### src/rtl/button_event_gen_pkg.sv
// Shared definitions for the button event generator and the game FSM that consumes its commands.
// Command codes, key bit positions and the auto-repeat state encoding live here.
package button_event_gen_pkg;

    localparam logic [2:0] CMD_NONE   = 3'd0;
    localparam logic [2:0] CMD_UP     = 3'd1;
    localparam logic [2:0] CMD_RIGHT  = 3'd2;
    localparam logic [2:0] CMD_DOWN   = 3'd3;
    localparam logic [2:0] CMD_LEFT   = 3'd4;
    localparam logic [2:0] CMD_SELECT = 3'd5;

    // Bit positions inside the 5-bit key vector; directions occupy 0..3 so a 2-bit key id maps to code id+1.
    localparam int KEY_UP    = 0;
    localparam int KEY_RIGHT = 1;
    localparam int KEY_DOWN  = 2;
    localparam int KEY_LEFT  = 3;
    localparam int KEY_SEL   = 4;
    localparam int NUM_KEYS  = 5;

    typedef enum logic [1:0] {
        RS_IDLE        = 2'd0,
        RS_HOLD_DELAY  = 2'd1,
        RS_HOLD_REPEAT = 2'd2
    } rep_state_t;

    function automatic logic [2:0] dir_to_cmd(input logic [1:0] dir);
        return {1'b0, dir} + 3'd1;
    endfunction

endpackage

### src/rtl/button_event_gen_key_sync_edge.sv
// Two-flop synchronizer per key followed by a previous-level register for rising-edge detection.
// Reset clears every stage, so a key held through reset produces one press after release.
module key_sync_edge
    import button_event_gen_pkg::*;
#(
    parameter int W = NUM_KEYS
) (
    input  logic         clk,
    input  logic         rst,
    input  logic [W-1:0] i_level,
    output logic [W-1:0] o_sync,
    output logic [W-1:0] o_press
);

    logic [W-1:0] r_sync1;
    logic [W-1:0] r_sync2;
    logic [W-1:0] r_prev;

    always_ff @(posedge clk) begin
        if (rst) begin
            r_sync1 <= '0;
            r_sync2 <= '0;
            r_prev  <= '0;
        end else begin
            r_sync1 <= i_level;
            r_sync2 <= r_sync1;
            r_prev  <= r_sync2;
        end
    end

    assign o_sync  = r_sync2;
    assign o_press = r_sync2 & ~r_prev;

endmodule

### src/rtl/button_event_gen.sv
// Turns debounced button levels into one-shot game commands with direction auto-repeat.
// Commands leave through a one-deep slot; anything that cannot be delivered raises sticky ovf.
module button_event_gen
    import button_event_gen_pkg::*;
#(
    parameter int TICK_DIV      = 100000,
    parameter int REPEAT_DELAY  = 400,
    parameter int REPEAT_PERIOD = 120
) (
    input  logic       clk,
    input  logic       rst,
    input  logic       up_in,
    input  logic       right_in,
    input  logic       down_in,
    input  logic       left_in,
    input  logic       s_in,
    // cmd_valid/cmd_code/cmd_repeat are held stable until the cycle where cmd_valid & cmd_ready;
    // that cycle transfers the command and may load the next one back-to-back.
    output logic       cmd_valid,
    output logic [2:0] cmd_code,
    output logic       cmd_repeat,
    input  logic       cmd_ready,
    output logic       ovf,
    input  logic       ovf_clr,
    output rep_state_t o_dbg_state
);

    localparam int TICK_W = $clog2(TICK_DIV);
    localparam int RMAX   = (REPEAT_DELAY > REPEAT_PERIOD) ? REPEAT_DELAY : REPEAT_PERIOD;
    localparam int RCNT_W = (RMAX > 1) ? $clog2(RMAX) : 1;

    localparam logic [TICK_W-1:0] TICK_LAST   = TICK_W'(TICK_DIV - 1);
    localparam logic [RCNT_W-1:0] DELAY_LAST  = RCNT_W'(REPEAT_DELAY - 1);
    localparam logic [RCNT_W-1:0] PERIOD_LAST = RCNT_W'(REPEAT_PERIOD - 1);

    logic [NUM_KEYS-1:0] w_level;
    logic [NUM_KEYS-1:0] w_sync;
    logic [NUM_KEYS-1:0] w_press;
    logic [3:0]          w_dir_sync;
    logic                w_unused_sel_sync;

    logic [TICK_W-1:0]   r_tick_cnt;
    logic                w_tick;

    rep_state_t          r_state;
    logic [1:0]          r_rkey;
    logic [RCNT_W-1:0]   r_rcnt;

    logic                w_dir_hit;
    logic [1:0]          w_dir_key;
    logic [2:0]          w_press_code;
    logic                w_any_press;
    logic                w_multi_press;
    logic                w_rkey_held;
    logic                w_cnt_last;
    logic                w_rep_evt;

    logic                w_evt;
    logic                w_load_ok;
    logic                w_xfer;
    logic                w_drop;

    logic                r_valid;
    logic [2:0]          r_code;
    logic                r_repeat;
    logic                r_ovf;

    assign w_level = {s_in, left_in, down_in, right_in, up_in};

    key_sync_edge #(
        .W (NUM_KEYS)
    ) u_key_sync_edge (
        .clk     (clk),
        .rst     (rst),
        .i_level (w_level),
        .o_sync  (w_sync),
        .o_press (w_press)
    );

    assign w_dir_sync        = w_sync[3:0];
    assign w_unused_sel_sync = w_sync[KEY_SEL];

    // Free-running repeat time base.
    assign w_tick = (r_tick_cnt == TICK_LAST);

    always_ff @(posedge clk) begin
        if (rst) begin
            r_tick_cnt <= '0;
        end else if (w_tick) begin
            r_tick_cnt <= '0;
        end else begin
            r_tick_cnt <= r_tick_cnt + 1'b1;
        end
    end

    // Press arbitration: select > up > right > down > left.
    always_comb begin
        w_dir_key = 2'd0;
        if (w_press[KEY_UP]) begin
            w_dir_key = 2'd0;
        end else if (w_press[KEY_RIGHT]) begin
            w_dir_key = 2'd1;
        end else if (w_press[KEY_DOWN]) begin
            w_dir_key = 2'd2;
        end else if (w_press[KEY_LEFT]) begin
            w_dir_key = 2'd3;
        end
    end

    assign w_dir_hit     = |w_press[3:0];
    assign w_any_press   = |w_press;
    assign w_multi_press = ((w_press & (w_press - 5'd1)) != 5'd0);

    always_comb begin
        w_press_code = CMD_NONE;
        if (w_press[KEY_SEL]) begin
            w_press_code = CMD_SELECT;
        end else if (w_dir_hit) begin
            w_press_code = dir_to_cmd(w_dir_key);
        end
    end

    assign w_rkey_held = w_dir_sync[r_rkey];
    assign w_cnt_last  = (r_state == RS_HOLD_DELAY) ? (r_rcnt == DELAY_LAST)
                                                    : (r_rcnt == PERIOD_LAST);
    assign w_rep_evt   = (r_state != RS_IDLE) & w_tick & w_rkey_held & w_cnt_last;

    // The repeat FSM follows the highest-priority direction press even when select wins the slot.
    always_ff @(posedge clk) begin
        if (rst) begin
            r_state <= RS_IDLE;
            r_rkey  <= 2'd0;
            r_rcnt  <= '0;
        end else if (w_dir_hit) begin
            r_state <= RS_HOLD_DELAY;
            r_rkey  <= w_dir_key;
            r_rcnt  <= '0;
        end else begin
            case (r_state)
                RS_IDLE: begin
                    r_rcnt <= '0;
                end
                RS_HOLD_DELAY, RS_HOLD_REPEAT: begin
                    if (!w_rkey_held) begin
                        r_state <= RS_IDLE;
                        r_rcnt  <= '0;
                    end else if (w_rep_evt) begin
                        r_state <= RS_HOLD_REPEAT;
                        r_rcnt  <= '0;
                    end else if (w_tick) begin
                        r_rcnt  <= r_rcnt + 1'b1;
                    end
                end
                default: begin
                    r_state <= RS_IDLE;
                    r_rcnt  <= '0;
                end
            endcase
        end
    end

    assign w_xfer    = r_valid & cmd_ready;
    assign w_load_ok = ~r_valid | cmd_ready;
    assign w_evt     = w_any_press | w_rep_evt;
    assign w_drop    = w_multi_press | (w_any_press & w_rep_evt) | (w_evt & ~w_load_ok);

    // A press always outranks a repeat arriving in the same cycle.
    always_ff @(posedge clk) begin
        if (rst) begin
            r_valid  <= 1'b0;
            r_code   <= CMD_NONE;
            r_repeat <= 1'b0;
        end else if (w_evt && w_load_ok) begin
            r_valid  <= 1'b1;
            r_code   <= w_any_press ? w_press_code : dir_to_cmd(r_rkey);
            r_repeat <= ~w_any_press;
        end else if (w_xfer) begin
            r_valid  <= 1'b0;
            r_code   <= CMD_NONE;
            r_repeat <= 1'b0;
        end
    end

    always_ff @(posedge clk) begin
        if (rst) begin
            r_ovf <= 1'b0;
        end else if (w_drop) begin
            r_ovf <= 1'b1;
        end else if (ovf_clr) begin
            r_ovf <= 1'b0;
        end
    end

    assign cmd_valid   = r_valid;
    assign cmd_code    = r_code;
    assign cmd_repeat  = r_repeat;
    assign ovf         = r_ovf;
    assign o_dbg_state = r_state;

endmodule

### config.mk
export PLATFORM = sky130hd
export DESIGN_NAME = button_event_gen
export DESIGN_NICKNAME = d
export VERILOG_FILES = /design/src/rtl/button_event_gen_pkg.sv /design/src/rtl/button_event_gen_key_sync_edge.sv /design/src/rtl/button_event_gen.sv
export SDC_FILE = /design/constraint.sdc
export NUM_CORES = 1
export LEC_CHECK = 0
export CAP_MARGIN = 20
export CORE_UTILIZATION = 55
export CTS_CLUSTER_DIAMETER = 80
export DETAILED_ROUTE_END_ITERATION = 8
export PLACE_DENSITY = 0.75
export REMOVE_ABC_BUFFERS = 1
export SYNTH_ARGS = -nofsm -noshare
export SYNTH_HDL_FRONTEND = slang
export SYNTH_HIERARCHICAL = 1
export SYNTH_SLANG_ARGS = --single-unit
### constraint.sdc
create_clock -name clk -period 2.85 [get_ports clk]
set_input_delay 0.4275 -clock clk [delete_from_list [all_inputs] [get_ports clk]]
set_output_delay 0.4275 -clock clk [all_outputs]
set_load 0.05 [all_outputs]
==> results.json, run 1 <==
{
  "syn_inst": 256,
  "cts_setup_buffers": 0,
  "grt_start_max_net_pins": 23,
  "cts_max_level": 2,
  "drt-vias-per-instance": 5.36,
  "path_buf_inv": 1,
  "fillers": 341,
  "final_cell_area_sq_um": 2700,
  "status": "finished, final reports clean",
  "ys_async_sr_fraction_pct": 0,
  "combPwrFrac_pct": 10.6,
  "grt_pass1_wl_mm": 6.80,
  "drt_iter0_markers": 36,
  "die_x_um": 67.5,
  "cts_tree": "done",
  "critPathTopFamily": "simple AND/OR/NAND/NOR gates",
  "drc": 0,
  "setup_viol": 0,
  "synth_area_sq_um": 2360,
  "cts.sinks": 51,
  "start_util_pct": 58.1,
  "synth_cell_type_count": 52,
  "layoutNonFillerInstCount": 327,
  "fin_ws_ns": 0.663,
  "cp.arrival_ns": 2.42,
  "cts_hold_buf": 0,
  "place_area_sq_um": 2580,
  "track_usage_pct": 19.9,
  "crit_slowest_cell": "or4b_4",
  "path_max_fanout": 8,
  "die_area_sq_um": 4550,
  "synth-edff-count": 0,
  "power_leakage_nw": 1.01,
  "worst_pin_slew_ns": 0.492,
  "synth_area_leaders": "dfxtp_1 43%, nor2_1 6.4%, xor2_1 5.2%",
  "rsz0062_at_grt": "no",
  "yosysWarnings": 6,
  "end_kind": "flop",
  "dp_slack_ns": 0.676,
  "period_minus_slack_ns": 2.19,
  "fin_skew_ns": 0.0102,
  "relSlewSlack_pct": 67.1,
  "fp.dieH_um": 67.5,
  "holdCritPathClass": "flop to flop",
  "finalMaxSlewViolations": 0,
  "slowest_delay_ns": 0.56,
  "overflow": 0,
  "antenna_found_initial": 0,
  "swShare_pct": 23.9,
  "root_buffer": "clkbuf_8",
  "seqCellArea_sq_um": 1020,
  "num_rows": 23,
  "p_switching_mw": 0.336,
  "pin_count": 17,
  "p_clk_share_pct": 36.0,
  "drt_wl_total_mm": 3.90,
  "dr.pass1.iters": 4,
  "pwr-share-seq_pct": 53.3,
  "area_growth_syn_to_layout_pct": 14.3,
  "vias": 1754,
  "placed_cells": 319,
  "yosys.area.top_type": "dfxtp_1",
  "dp_hpwl_mm": 2.81,
  "ys_seq_area_share_pct": 43.3,
  "fin_crit_sh_pct": 76.7,
  "setup_tns_ns": 0,
  "fin_nets": 291,
  "hold_viol": 0,
  "ctsResizeCount": 0,
  "maxCapViolCount": 0,
  "final_util_pct": 66.4,
  "cts_buffers": 5,
  "ys_seq_elements": 51,
  "gp_congestion": 0.765,
  "multiInputGateArea_sq_um": 1280,
  "grt_pass1_vias": 1624,
  "detail_route.wl_per_cell_um": 11.9,
  "drive_above_1_share_pct": 12.6,
  "power.density_nw_per_um2": 520,
  "clk_latency_ns": 0.31,
  "fmaxAchievable_mhz": 457,
  "antenna_cells": 0,
  "ir_drop_mv": 0.379,
  "io_buffers": 16,
  "yosysTopAreaCellShare_pct": 43.3,
  "crit_required_ns": 3.09,
  "startpoint_type": "flop",
  "final_antenna_net_count": 0,
  "cts_max_path_buffers": 2,
  "syn_area_per_cell_sq_um": 9.21,
  "crit_type": "flop to flop",
  "synthFlopType": "dfxtp_1",
  "clk_pin_slew_worst_paths_ns": 0.09,
  "p_int_mw": 1.07,
  "coreArea_sq_um": 4060,
  "path_cells": "or4b_4 > nor4_4 > buf_4 > nand3_4 > or4b_1 > a21oi_1"
}
[cells by family (layout without fill, tap and decap cells)]
kind of cell / count (synthesis) / in the layout / synth area share (%)
buffers and inverters: 13 / 34 / 2.44
adders and majority gates: 7 / 7 / 3.61
DFF: 51 / 51 / 43.3
and+or+nand+nor: 133 / 133 / 33.1
xor gates and xnor gates: 19 / 19 / 7.06
muxes: 7 / 7 / 3.13
AOI/OAI and AO/OA: 26 / 26 / 7.33
[layout by cell type, fill, tap and decap left out, types with 6 or more instances in the layout]
cell / instances
nor2b_1: 13
clkdlybuf4s50_1: 16
nor2b_2: 7
ha_1: 6
a21oi_1: 10
nand4_1: 7
nand3_1: 9
nor2_1: 40
dfxtp_1: 51
xor2_1: 14
nand2_1: 16
[through the flow]
stage	hold WS [ns]	total power [mW]
global route	0.478	1.47
floorplan	0.414	0.861
CTS	0.452	1.43
finish	0.446	1.40
detailed placement	0.426	0.914
global placement	0.421	0.912
[area by class of cell]
| class | count | share of cell area [%] |
|---|---|---|
| clock buffer | 5 | 2.55 |
| timing repair buffer | 21 | 7.34 |
| inverter | 5 | 0.696 |
| sequential | 51 | 37.9 |
| tap | 50 | 2.32 |
| clock inverter | 3 | 1.76 |
| multi-input combinational | 192 | 47.4 |
[synth_stat cells (4+ instances only)]
| cell | n |
|---|---|
| nand2_1 | 16 |
| nor2b_1 | 13 |
| ha_1 | 6 |
| nand3_1 | 9 |
| mux2i_1 | 4 |
| a21oi_1 | 10 |
| dfxtp_1 | 51 |
| nand4_1 | 7 |
| clkbuf_1 | 6 |
| inv_1 | 5 |
| a22oi_1 | 4 |
| nor2_1 | 40 |
| nor2b_2 | 7 |
| xor2_1 | 14 |
| xnor2_1 | 5 |
[flip-flops by register name (all words and copies together) (netlist names)]
register,cells
cmd_code,3
cmd_repeat,1
cmd_valid,1
o_dbg_state,2
ovf,1
r_rcnt,9
r_rkey,2
r_tick_cnt,17
u_key_sync_edge/o_sync,5
u_key_sync_edge/r_prev,5
u_key_sync_edge/r_sync1,5
[final timing paths]
kind,startpoint,to,slack [ns],cells after the start
worst max register to register,r_tick_cnt[13]$_SDFF_PP0_,r_rcnt[8]$_SDFFE_PP0N_,0.66,6
worst min-delay path,u_key_sync_edge/r_sync1[2]$_SDFF_PP0_,u_key_sync_edge/o_sync[2]$_SDFF_PP0_,0.45,1
worst max-delay path,r_tick_cnt[13]$_SDFF_PP0_,r_rcnt[8]$_SDFFE_PP0N_,0.66,6
worst min register to register,u_key_sync_edge/r_sync1[2]$_SDFF_PP0_,u_key_sync_edge/o_sync[2]$_SDFF_PP0_,0.45,1
[metal layers]
layer  vias to the layer above  global-route usage [%]  wire length, um
met5                         -                       0                0
met1                       802                    24.2             1970
met2                        19                    32.9             1760
met3                         5                    5.57               97
li1                        928                       -                -
met4                         0                    7.98               70
[power groups by stage]
stage | registers [mW] | logic (mW) | clock network [mW]
after floorplan | 0.790 | 0.0713 | 0
after global placement | 0.764 | 0.148 | 0
after detailed placement | 0.765 | 0.149 | 0
after CTS | 0.748 | 0.150 | 0.531
after global routing | 0.752 | 0.164 | 0.558
final | 0.748 | 0.149 | 0.505
Power figures use the tool's default switching activity.
==> run 2: changes to the inputs <==
--- a/config.mk
+++ b/config.mk
@@ -6,7 +6,7 @@
 export NUM_CORES = 1
 export LEC_CHECK = 0
 export CAP_MARGIN = 20
-export CORE_UTILIZATION = 55
+export CORE_UTILIZATION = 52
 export CTS_CLUSTER_DIAMETER = 80
 export DETAILED_ROUTE_END_ITERATION = 8
 export PLACE_DENSITY = 0.75
==> constraint.sdc (replaced) <==
create_clock -name clk -period 1.9 [get_ports clk]
set_input_delay 0.285 -clock clk [delete_from_list [all_inputs] [get_ports clk]]
set_output_delay 0.285 -clock clk [all_outputs]
set_load 0.05 [all_outputs]
==> results.json, run 2 (synthesis gave the netlist of run 1 again) <==
{
  "overflow": 0,
  "grt_pass1_wl_mm": 8.02,
  "root_buffer": "clkbuf_8",
  "final_cell_area_sq_um": 3060,
  "holdWs_ns": 0.442,
  "hold_viol": 0,
  "fin_nets": 324,
  "grt_start_max_net_pins": 19,
  "status": "complete, but fails checks",
  "finalMaxSlewViolations": 0,
  "drt_iter0_markers": 79,
  "antenna_found_initial": 0,
  "power_leakage_nw": 1.20,
  "crit_required_ns": 2.16,
  "startpoint_type": "flop",
  "clk_latency_ns": 0.31,
  "gp_congestion": 0.820,
  "grt_pass1_vias": 1879,
  "die_x_um": 69.3,
  "drt_wl_total_mm": 4.53,
  "path_max_fanout": 6,
  "track_usage_pct": 20.7,
  "dr.pass1.iters": 4,
  "drc": 0,
  "die_area_sq_um": 4810,
  "fmaxAchievable_mhz": 498,
  "fp.dieH_um": 69.3,
  "fin_crit_sh_pct": 106,
  "detail_route.wl_per_cell_um": 12.5,
  "pin_count": 17,
  "coreArea_sq_um": 4350,
  "cts_max_path_buffers": 2,
  "cts_buffers": 5,
  "relSlewSlack_pct": 64.4,
  "crit_type": "flop to flop",
  "cp.arrival_ns": 2.27,
  "largest_reg_flops": 17,
  "dp_hpwl_mm": 3.21,
  "top_register": "r_tick_cnt",
  "clk_pin_slew_worst_paths_ns": 0.10,
  "setup_viol": 6,
  "num_rows": 24,
  "cts.sinks": 51,
  "maxCapViolCount": 0,
  "ir_drop_mv": 0.711,
  "worst_pin_slew_ns": 0.533,
  "fin_ws_ns": -0.106,
  "cts_max_level": 2,
  "final_antenna_net_count": 0,
  "power.density_nw_per_um2": 675,
  "vias": 1920,
  "holdCritPathClass": "flop to flop",
  "end_kind": "flop",
  "final_common_cell": "dfxtp_1",
  "start_util_pct": 54.1,
  "period_minus_slack_ns": 2.01,
  "cts_tree": "done",
  "drt-vias-per-instance": 5.30,
  "mostFrequentLayoutCells": "48 x dfxtp_1, 40 x nor2_1, 36 x buf_4",
  "top_regs": "r_tick_cnt (17), r_rcnt (9)",
  "io_buffers": 16,
  "area_growth_syn_to_layout_pct": 29.8,
  "antenna_cells": 0,
  "place_area_sq_um": 2820,
  "violations": "setup timing",
  "rsz0062_at_grt": "yes",
  "cts_hold_buf": 0,
  "drive_above_1_share_pct": 28.7,
  "fin_skew_ns": 0.00842
}
run 2: changes by cell type in the layout (fill, tap and decap cells not counted), moves of 3 or more:
cell	delta
dfxtp_2	+3
dfxtp_1	-3
buf_4	+31
or2_4	+3
run 2: metal layers:
layer | vias up | share of wire (%) | global-route usage, %
met1 | 896 | 48 | 24.9
met5 | - | 0 | 0
met2 | 23 | 48 | 34.7
li1 | 995 | - | -
met3 | 6 | 3.0 | 6.10
met4 | 0 | 1.3 | 7.94
run 2: final cells by class:
| type | instances | area (sq um) |
|---|---|---|
| well taps | 52 | 65.1 |
| clock buffers | 5 | 68.8 |
| repair buffers | 54 | 463 |
| inverters | 5 | 18.8 |
| clock inverters | 3 | 26.3 |
| multi-input cells | 192 | 1390 |
| fillers | 334 | 1290 |
| flip-flops and latches | 51 | 1020 |
run 2: worst max-delay path, cell delays in order, from the launching register on:
cell and delay (ns):
dfxtp_2 0.33, or4b_4 0.54, nor4_4 0.33, nand3_4 0.14
or4b_4 0.50, a21oi_2 0.12
run 2: final timing paths:
| kind | from | to | slack [ns] | cells past startpoint |
|---|---|---|---|---|
| worst min register to register | u_key_sync_edge/r_sync1[2]$_SDFF_PP0_ | u_key_sync_edge/o_sync[2]$_SDFF_PP0_ | 0.44 | 1 |
| worst min-delay path | u_key_sync_edge/r_sync1[2]$_SDFF_PP0_ | u_key_sync_edge/o_sync[2]$_SDFF_PP0_ | 0.44 | 1 |
| worst max-delay path | r_tick_cnt[13]$_SDFF_PP0_ | r_rcnt[8]$_SDFFE_PP0N_ | -0.11 | 5 |
| worst max register to register | r_tick_cnt[13]$_SDFF_PP0_ | r_rcnt[8]$_SDFFE_PP0N_ | -0.11 | 5 |
run 2: per-stage QoR:
stage / setup WS, ns / power (mW) / instances / TNS, ns / util (%)
after floorplan: -0.691 / 1.29 / 248 / -6.55 / -
after global placement: -0.0868 / 1.39 / 351 / -0.430 / 64.7
final: -0.106 / 2.07 / 362 / -0.412 / 70.3
after global routing: -0.169 / 2.14 / 362 / -1.23 / 70.3
after detailed placement: -0.145 / 1.40 / 351 / -1.17 / 64.7
after CTS: -0.0924 / 2.06 / 361 / -0.205 / 68.6
run 2: timing repair:
action | 4_1_cts | 5_1_grt
setup endpoints to repair | 12 | 28
pin swaps | 10 | 10
buffers inserted | 3 | 3
resized for setup | 15 | 15
run 2: power breakdown:
group / total [mW] / internal [mW] / switching [mW]
sequential: 1.12 / 1.10 / 0.0197
clock: 0.664 / 0.272 / 0.392
combinational: 0.279 / 0.135 / 0.145
total: 2.07 / 1.51 / 0.557
==> run 3: changes to the inputs <==
--- a/config.mk
+++ b/config.mk
@@ -5,7 +5,6 @@
 export SDC_FILE = /design/constraint.sdc
 export NUM_CORES = 1
 export LEC_CHECK = 0
-export CAP_MARGIN = 20
 export CORE_UTILIZATION = 52
 export CTS_CLUSTER_DIAMETER = 80
 export DETAILED_ROUTE_END_ITERATION = 8
@@ -15,3 +14,4 @@
 export SYNTH_HDL_FRONTEND = slang
 export SYNTH_HIERARCHICAL = 1
 export SYNTH_SLANG_ARGS = --single-unit
+export TNS_END_PERCENT = 50
==> results.json, run 3 (synthesis gave the netlist of run 1 again) <==
{
  "overflow": 0,
  "fmaxAchievable_mhz": 498,
  "multiInputGateArea_sq_um": 1390,
  "violations": "setup timing",
  "track_usage_pct": 20.8,
  "area_growth_syn_to_layout_pct": 29.7,
  "fin_crit_sh_pct": 106,
  "fin_ws_ns": -0.110,
  "fin_nets": 325,
  "clk_latency_ns": 0.31,
  "largest_reg_flops": 17,
  "cts_max_level": 2,
  "crit_type": "flop to flop",
  "seqCellArea_sq_um": 1020,
  "cts.sinks": 51,
  "drc": 0,
  "die_x_um": 69.3,
  "grt_pass1_vias": 1883,
  "final_antenna_net_count": 0,
  "dp_hpwl_mm": 3.21,
  "root_buffer": "clkbuf_8",
  "holdCritPathClass": "flop to flop",
  "io_buffers": 16,
  "power.density_nw_per_um2": 675,
  "antenna_found_initial": 0,
  "fillers": 336,
  "cts_hold_buf": 0,
  "die_area_sq_um": 4810,
  "detail_route.wl_per_cell_um": 12.4,
  "pin_count": 17,
  "drt-vias-per-instance": 5.26,
  "drive_above_1_share_pct": 28.3,
  "layoutNonFillerInstCount": 363,
  "end_kind": "flop",
  "placed_cells": 351,
  "cp.arrival_ns": 2.27,
  "final_common_cell": "dfxtp_1",
  "cts_tree": "done",
  "fp.dieH_um": 69.3,
  "drt_iter0_markers": 72,
  "vias": 1909,
  "start_util_pct": 54.1,
  "status": "complete, but fails checks",
  "ir_drop_mv": 0.710,
  "path_max_fanout": 6,
  "cts_max_path_buffers": 2,
  "rsz0062_at_grt": "yes",
  "antenna_cells": 0,
  "period_minus_slack_ns": 2.01,
  "relSlewSlack_pct": 64.4,
  "startpoint_type": "flop",
  "grt_pass1_wl_mm": 8.07,
  "crit_required_ns": 2.16,
  "coreArea_sq_um": 4350,
  "hold_viol": 0,
  "clk_pin_slew_worst_paths_ns": 0.10,
  "fin_skew_ns": 0.00782,
  "worst_pin_slew_ns": 0.533,
  "top_register": "r_tick_cnt",
  "mostFrequentLayoutCells": "48 x dfxtp_1, 40 x nor2_1, 38 x buf_4",
  "maxCapViolCount": 0,
  "cts_buffers": 5,
  "dr.pass1.iters": 6,
  "finalMaxSlewViolations": 0,
  "grt_start_max_net_pins": 19,
  "setup_tns_ns": -0.399,
  "num_rows": 24,
  "setup_viol": 7,
  "power_leakage_nw": 1.20,
  "drt_wl_total_mm": 4.51,
  "holdWs_ns": 0.442,
  "gp_congestion": 0.820,
  "top_regs": "r_tick_cnt (17), r_rcnt (9)"
}
## run 3: cell types whose count changed in the layout (fill, tap and decap cells not counted), sizes merged
| cell | previous run | this run |
|---|---|---|
| buf | 39 | 40 |
## run 3: area by class of cell
type | instances | share of cell area, %
repair buffers | 55 | 15.3
clock inverters | 3 | 0.860
inverters | 5 | 0.614
multi-input cells | 192 | 45.4
clock buffers | 5 | 2.25
flip-flops and latches | 51 | 33.5
well taps | 52 | 2.13
## run 3: through the flow
step                total power, mW  area, sq um  setup slack (ns)  util, %
finish                         2.06         3060            -0.110     70.2
global route                   2.14         3060            -0.183     70.2
CTS                            2.06         3000           -0.0924     68.9
detailed placement             1.40         2820            -0.145     64.7
global placement               1.39         2820           -0.0868     64.7
floorplan                      1.29         2320            -0.691        -
## run 3: final timing paths
path | from | to | slack [ns] | cells past startpoint
worst max-delay path | r_tick_cnt[13]$_SDFF_PP0_ | r_rcnt[8]$_SDFFE_PP0N_ | -0.11 | 5
worst min-delay path | u_key_sync_edge/r_sync1[2]$_SDFF_PP0_ | u_key_sync_edge/o_sync[2]$_SDFF_PP0_ | 0.44 | 1
worst min register to register | u_key_sync_edge/r_sync1[2]$_SDFF_PP0_ | u_key_sync_edge/o_sync[2]$_SDFF_PP0_ | 0.44 | 1
worst max register to register | r_tick_cnt[13]$_SDFF_PP0_ | r_rcnt[8]$_SDFFE_PP0N_ | -0.11 | 5
## run 3: timing repair
item,CTS,global route
endpoints found under the setup margin,12,31
resized for setup,17,11
setup buffers,3,2
pin swaps,10,8
## run 3: worst max-delay path, stage by stage, from the launching register on
cell and delay (ns):
dfxtp_2 0.33, or4b_4 0.54, nor4_4 0.34, nand3_4 0.13, or4b_1 0.50, a21oi_2 0.12
## run 3: routing by layer
layer	vias to the layer above	GRT usage, %	wire (um)
li1	994	-	-
met1	885	25.0	2160
met2	24	35.0	2140
met3	6	6.10	156
met4	0	7.94	60
met5	-	0	0
## run 3: where the power goes
part / internal (mW) / switching, mW
registers: 1.10 / 0.0197
logic: 0.134 / 0.144
clock network: 0.272 / 0.392
total: 1.51 / 0.556
